$ cat src/rtl/iir_frame_ctrl.sv
`default_nettype none
// ============================================================================
// Module   : iir_frame_ctrl
// Brief    : Frame sequencer for the SOS IIR cascade with backpressure and watchdog.
// Revision : 1.0 - initial parametrised release
// ============================================================================
module iir_frame_ctrl #(
  parameter int DW      = 24,
  parameter int AW      = 11,
  parameter int TMO_W   = 16,
  parameter int TIMEOUT = 4096
) (
  input  logic                 clk,
  input  logic                 rst_n,
  input  logic                 start,
  input  logic                 abort,
  input  logic                 cont_mode,
  input  logic [AW:0]          frame_len,
  input  logic                 data_in_valid,
  output logic                 data_in_ready,
  input  logic                 sos_out_valid,
  input  logic signed [DW-1:0] sos_out_data,
  output logic                 pipeline_en,
  output logic [AW-1:0]        addr,
  output logic signed [DW-1:0] data_out,
  output logic                 data_out_valid,
  input  logic                 data_out_ready,
  output logic                 busy,
  output logic                 stable_out,
  output logic                 filter_done,
  output logic                 timeout_err,
  output logic [15:0]          frame_cnt
);

  localparam logic [AW:0]    c_max_len  = {1'b1, {AW{1'b0}}};
  localparam logic [TMO_W-1:0] c_tmo_last = TMO_W'(TIMEOUT - 1);

  typedef enum logic [2:0] {
    S_IDLE  = 3'd0,
    S_RUN   = 3'd1,
    S_DRAIN = 3'd2,
    S_DONE  = 3'd3,
    S_ERR   = 3'd4
  } state_t;

  state_t               r_state;
  logic [AW:0]          r_len;
  logic                 r_cont;
  logic [AW:0]          r_in_cnt;
  logic [AW:0]          r_out_cnt;
  logic [TMO_W-1:0]     r_wdog;
  logic signed [DW-1:0] r_dout;
  logic [AW-1:0]        r_addr;
  logic                 r_dout_valid;
  logic                 r_stable;
  logic                 r_filter_done;
  logic                 r_timeout_err;
  logic [15:0]          r_frame_cnt;

  logic        w_run;
  logic        w_stall;
  logic        w_pipe_en;
  logic        w_acc;
  logic        w_in_fire;
  logic [AW:0] w_len_dec;
  logic [AW:0] w_out_next;

  // Stall is combinational so the cascade freezes in the very cycle the sink blocks.
  assign w_run      = (r_state == S_RUN);
  assign w_stall    = r_dout_valid & ~data_out_ready;
  assign w_pipe_en  = w_run & ~w_stall;
  assign w_acc      = sos_out_valid & w_pipe_en & (r_out_cnt < r_len);
  assign w_in_fire  = data_in_valid & data_in_ready;
  assign w_out_next = r_out_cnt + 1'b1;
  assign w_len_dec  = ((frame_len == '0) || (frame_len > c_max_len)) ? c_max_len : frame_len;

  assign data_in_ready  = w_run & (r_in_cnt < r_len) & w_pipe_en;
  assign pipeline_en    = w_pipe_en;
  assign addr           = r_addr;
  assign data_out       = r_dout;
  assign data_out_valid = r_dout_valid;
  assign busy           = (r_state != S_IDLE);
  assign stable_out     = r_stable;
  assign filter_done    = r_filter_done;
  assign timeout_err    = r_timeout_err;
  assign frame_cnt      = r_frame_cnt;

  always_ff @(posedge clk or negedge rst_n) begin
    if (!rst_n) begin
      r_state       <= S_IDLE;
      r_len         <= '0;
      r_cont        <= 1'b0;
      r_in_cnt      <= '0;
      r_out_cnt     <= '0;
      r_wdog        <= '0;
      r_dout        <= '0;
      r_addr        <= '0;
      r_dout_valid  <= 1'b0;
      r_stable      <= 1'b0;
      r_filter_done <= 1'b0;
      r_timeout_err <= 1'b0;
      r_frame_cnt   <= '0;
    end else begin
      r_filter_done <= 1'b0;
      if (abort) begin
        r_state      <= S_IDLE;
        r_dout_valid <= 1'b0;
        r_in_cnt     <= '0;
        r_out_cnt    <= '0;
        r_wdog       <= '0;
        r_stable     <= 1'b0;
      end else begin
        if (w_acc) begin
          r_dout       <= sos_out_data;
          r_addr       <= r_out_cnt[AW-1:0];
          r_dout_valid <= 1'b1;
          r_out_cnt    <= w_out_next;
          r_stable     <= 1'b1;
        end else if (data_out_ready) begin
          r_dout_valid <= 1'b0;
        end

        if (w_in_fire) begin
          r_in_cnt <= r_in_cnt + 1'b1;
        end

        case (r_state)
          S_IDLE, S_ERR: begin
            if (start) begin
              r_state       <= S_RUN;
              r_len         <= w_len_dec;
              r_cont        <= cont_mode;
              r_in_cnt      <= '0;
              r_out_cnt     <= '0;
              r_wdog        <= '0;
              r_frame_cnt   <= '0;
              r_timeout_err <= 1'b0;
            end
          end
          S_RUN: begin
            if (w_acc) begin
              r_wdog <= '0;
              if (w_out_next == r_len) begin
                r_state <= S_DRAIN;
              end
            end else if (r_wdog == c_tmo_last) begin
              r_state       <= S_ERR;
              r_timeout_err <= 1'b1;
            end else begin
              r_wdog <= r_wdog + 1'b1;
            end
          end
          S_DRAIN: begin
            if (!r_dout_valid || data_out_ready) begin
              r_state <= S_DONE;
            end
          end
          S_DONE: begin
            r_filter_done <= 1'b1;
            r_frame_cnt   <= r_frame_cnt + 1'b1;
            r_in_cnt      <= '0;
            r_out_cnt     <= '0;
            r_wdog        <= '0;
            if (r_cont) begin
              r_state <= S_RUN;
            end else begin
              r_state  <= S_IDLE;
              r_stable <= 1'b0;
            end
          end
          default: r_state <= S_IDLE;
        endcase
      end
    end
  end

endmodule
`default_nettype wire

$ cat config.mk
export PLATFORM = sky130hd
export DESIGN_NAME = iir_frame_ctrl
export DESIGN_NICKNAME = d
export VERILOG_FILES = /design/src/rtl/iir_frame_ctrl.sv
export SDC_FILE = /design/constraint.sdc
export NUM_CORES = 1
export LEC_CHECK = 0
export CELL_PAD_IN_SITES_DETAIL_PLACEMENT = 0
export CELL_PAD_IN_SITES_GLOBAL_PLACEMENT = 1
export CORE_MARGIN = 2
export CORE_UTILIZATION = 33
export CTS_CLUSTER_SIZE = 40
export DETAILED_ROUTE_END_ITERATION = 10
export HOLD_SLACK_MARGIN = 0.1
export PLACE_DENSITY_LB_ADDON = 0.1
export SLEW_MARGIN = 0
export SYNTH_ARGS = -nofsm -noshare
export SYNTH_HDL_FRONTEND = slang
export SYNTH_SLANG_ARGS = --single-unit
$ cat constraint.sdc
create_clock -name clk -period 3.7 [get_ports clk]
set_clock_uncertainty 0.2 [all_clocks]
set_input_delay 0.555 -clock clk [delete_from_list [all_inputs] [get_ports clk]]
set_output_delay 0.555 -clock clk [all_outputs]
set_load 0.005 [all_outputs]
==> run summary <==
STA
----------------------------------------------------------------------------------
Post-route fraction of the period consumed by the critical path              0.948
Max Slew Vio Count                                                               0
Number of hold-slack violations in the final timing report                       0
Transition time of the tightest slew-check pin                            0.697 ns
Setup repair after global routing missed its margin                          false
Number of setup violations in the final report                                   0
Relative slew margins                                                        0.535
Final sum of negative setup slack                                             0 ns
Fmax achieved                                                            0.285 GHz
Period minus WS final                                                      3.51 ns

PLACED DESIGN
----------------------------------------------------------------------------------
Port-buffer cells                                                              101
Half-perimeter wire length after detailed placement                       11700 um
Final RePlAce weighted congestion                                            0.807

WORST SETUP PATH
----------------------------------------------------------------------------------
Classification of the worst setup path                                flop to primary output
Series of cell instances along the critical path                      inv_1 > ha_1 > a211oi_2 > o21bai_1 > a2111o_1 > and2_1 > nand2b_1 > inv_1 > clkdlybuf4s50_1
Critical Path AT                                                           2.75 ns
CP dominant cell by count                                             sky130_fd_sc_hd__inv_1
Count of cells along the worst register-to-register path                         8
Req. time, crit path                                                       2.94 ns
Reg-to-Reg Start                                                      r_out_cnt[9]$_DFF_PN0_
End of the worst register-to-register path                            r_wdog[14]$_DFFE_PN0P_
Critical path launch point type                                               flop
Crit path buf inv count                                                          3
Critical path peak fanout                                                        5
Slowest cell on the critical path                                     sky130_fd_sc_hd__clkdlybuf4s50_1
Crit. End Element                                                     primary output
Delay of the slowest critical-path stage                                   0.49 ns
Register-to-register setup slack                                           0.80 ns
Largest delay share family, worst path                                compound AO/OA/AOI/OAI gates

ROUTE
----------------------------------------------------------------------------------
Per-cell routed wire length                                                17.2 um
DR vias                                                                       4875
DRC errors left                                                                  0
Via density per instance                                                      5.25
Starting DRT DRC Count                                                         302
Routed wire length                                                        16000 um
Drt pass-1 iters                                                                 5
Count of antenna-violating nets left after detailed routing                      0

GLOBAL ROUTING
----------------------------------------------------------------------------------
Vias in the first global route                                                4897
Met1 demand-to-capacity share in global routing                              0.232
Met2 Resource Use GR                                                         0.278
Global-route track usage on met3                                            0.0423
Number of antenna violations at the first check in global routing                0
Tot GR Track Use                                                             0.172
Largest net degree at the start of global routing                               50
Most utilized layer in the global route result                                met2
Remaining global-route overflow                                                  0
Global-route wire length before repair                                    26500 um

DIE
----------------------------------------------------------------------------------
Effective utilization at floorplan                                           0.333
Width of the die                                                            138 um
Die boundary height                                                         138 um
Number of I/O pins                                                             102
Floorplan row count                                                             49
Floorplan Core Area                                                      17800 um2
Die Area                                                                 19000 um2

SYNTH
----------------------------------------------------------------------------------
Sequential element share of the synthesized area                             0.469
Mean cell area of the mapped netlist                                      10.0 um2
Total of flip-flops plus latches after synthesis                               111
Number of distinct library cells after synthesis                                64
Gate count after technology mapping                                            591
Yosys warning count                                                              0
Mapped Area                                                               5930 um2
Post-synthesis async set-or-reset flop share                                  1.00
Synthesized net count                                                          662
Number of enable-type register cells in the synthesized netlist                  0
Top FF cell, synth                                                    sky130_fd_sc_hd__dfrtp_1

FINAL LAYOUT
----------------------------------------------------------------------------------
Area of the multi-input gates                                             2950 um2
Antenna Cells                                                                    0
Number of fill cells in the layout                                            1737
Sequential standard cell area                                             2780 um2
Area growth from synthesis to layout                                         27.6%
Share of final-layout standard cells stronger than drive strength 1          0.120
Count of nets after finishing                                                  766

POWER AND IR DROP
----------------------------------------------------------------------------------
Leakage dissipation                                                        3.21 nW
Maximum VDD drop                                                          0.309 mV
Total power                                                                3.62 mW
Pwr per Cell Area                                                       478 nW/um2

WORST HOLD PATH
----------------------------------------------------------------------------------
End point of the most critical hold path                              addr[0]$_DFFE_PN0P_
Kind of path behind the tightest hold check                           flop to flop
Startpoint of the most critical hold path                             addr[0]$_DFFE_PN0P_
Hold-critical path depth                                                         2

CLOCK TREE
----------------------------------------------------------------------------------
Clock root buffer                                                     sky130_fd_sc_hd__clkbuf_16
Clock sinks                                                                    111
Clock tree from TritonCTS                                                      yes
H-tree levels                                                                    3
Maximum clock insertion buffer count                                             2
Clock latency on the worst-skew pair                                       0.36 ns
Clock slew at reported path FFs                                            0.08 ns
Total clock buffers created by CTS                                               9

JOB
----------------------------------------------------------------------------------
Number of maximum-capacitance violations                                         0

OUTCOME
----------------------------------------------------------------------------------
Status                                                                finished clean

[worst reg2reg max path, cell delays in order, from the launching register on]
cell,delay [ns]
sky130_fd_sc_hd__dfrtp_1,0.51
sky130_fd_sc_hd__ha_1,0.36
sky130_fd_sc_hd__nand4_1,0.20
sky130_fd_sc_hd__a211o_1,0.37
sky130_fd_sc_hd__o2111ai_1,0.16
sky130_fd_sc_hd__buf_4,0.27
sky130_fd_sc_hd__nand2_1,0.27
sky130_fd_sc_hd__or3_1,0.42
sky130_fd_sc_hd__o21ai_0,0.07
[worst max-delay path by stage]
stage	start	end	depth (start not counted)
2_1_floorplan	r_len[1]$_DFFE_PN0P_	data_in_ready	8
3_3_place_gp	r_len[2]$_DFFE_PN0P_	data_in_ready	9
3_5_place_dp	r_len[2]$_DFFE_PN0P_	data_in_ready	9
4_1_cts	r_len[2]$_DFFE_PN0P_	data_in_ready	9
5_1_grt	r_len[5]$_DFFE_PN0P_	data_in_ready	9
6_report	r_len[1]$_DFFE_PN0P_	data_in_ready	9
[stage by stage]
step	hold WS, ns	utilization	cell area [um2]	std cells	setup slack, ns
CTS	0.292	0.424	7530	925	0.0221
global placement	0.261	0.406	7230	908	0.462
detailed placement	0.274	0.406	7230	908	0.418
global route	0.320	0.425	7560	929	0.00942
finish	0.283	0.425	7560	929	0.194
floorplan	0.0594	-	5930	591	1.05
[final cells by class]
type | instances | share of cell area
multi-input combinational | 429 | 0.390
clock inverter | 6 | 0.00761
timing repair buffer | 116 | 0.152
tap | 229 | 0.0379
sequential | 111 | 0.367
clock buffer | 10 | 0.0316
inverter | 28 | 0.0139
[kinds of logic (layout without fill, tap and decap cells)]
kind of cell | Yosys count | after routing | share of synthesized area
xor+xnor | 24 | 24 | 0.0355
fa+ha+maj | 27 | 27 | 0.0570
simple gates | 196 | 196 | 0.170
buf+inv | 51 | 160 | 0.0340
flops | 111 | 111 | 0.469
compound gates | 143 | 143 | 0.162
mux | 39 | 39 | 0.0733
[synth_stat cells (all sizes together), types with 2 or more instances]
master | instances | share of area
a2111o | 2 | 0.0038
a2111oi | 4 | 0.011
a211o | 3 | 0.0044
a211oi | 4 | 0.0059
a21o | 4 | 0.0051
a21oi | 39 | 0.034
a22o | 8 | 0.012
a31o | 5 | 0.0074
a31oi | 8 | 0.0084
and2 | 2 | 0.0021
and3 | 7 | 0.0074
and4 | 6 | 0.0089
buf | 7 | 0.0057
clkbuf | 16 | 0.011
dfrtp | 111 | 0.47
ha | 27 | 0.057
inv | 28 | 0.018
mux2 | 35 | 0.067
mux2i | 4 | 0.0068
nand2 | 55 | 0.035
nand2b | 14 | 0.016
nand3 | 20 | 0.017
nand4 | 12 | 0.013
nor2 | 39 | 0.025
nor2b | 4 | 0.0042
nor3 | 7 | 0.0059
nor3b | 3 | 0.0046
nor4 | 8 | 0.0095
o211ai | 7 | 0.0089
o21a | 2 | 0.0025
o21ai | 39 | 0.033
o22ai | 3 | 0.0032
o311ai | 2 | 0.0030
o31ai | 4 | 0.0051
or2 | 3 | 0.0032
or3 | 12 | 0.013
xnor2 | 16 | 0.024
xor2 | 8 | 0.012
[power breakdown]
group          switching [mW]  leakage (nW)  internal (mW)
logic                   0.476          1.58          0.606
registers               0.135          1.48           1.40
clock network           0.503         0.147          0.494
total                    1.11          3.21           2.50
[repair_timing]
item | CTS | global route
gates resized for setup | 0 | 1
endpoints found under the setup margin | 0 | 1
hold buffers | 1 | 0
setup buffers | 0 | 4
hold endpoints to repair | 47 | 0
[sequential cells by signal, indices dropped and copies added (netlist names), 3 cells and up]
signal and flops:
data_out 24, frame_cnt 16, r_out_cnt 12, r_len 12
r_in_cnt 12, r_state 3, addr 11, r_wdog 16
[cell usage in the layout, fill, tap and decap left out, drive strengths merged, types with 5 or more instances in the layout]
cell,n
nor2,39
o211ai,7
clkdlybuf4s50,100
nor3,7
or3,12
mux2,35
a31o,5
buf,15
dfrtp,111
and4,6
a22o,8
o21ai,39
xor2,8
nand4,12
a31oi,8
and3,7
nand2b,14
nand3,20
a21oi,39
inv,32
nor4,8
clkbuf,10
xnor2,16
nand2,55
ha,27
[layer usage]
layer  routed length (um)  vias up
met4                  180        0
met3                  905       13
met5                    0        -
met1                 7280     2395
li1                     -     2358
met2                 7630      109
(Power assumes the default switching activity.)
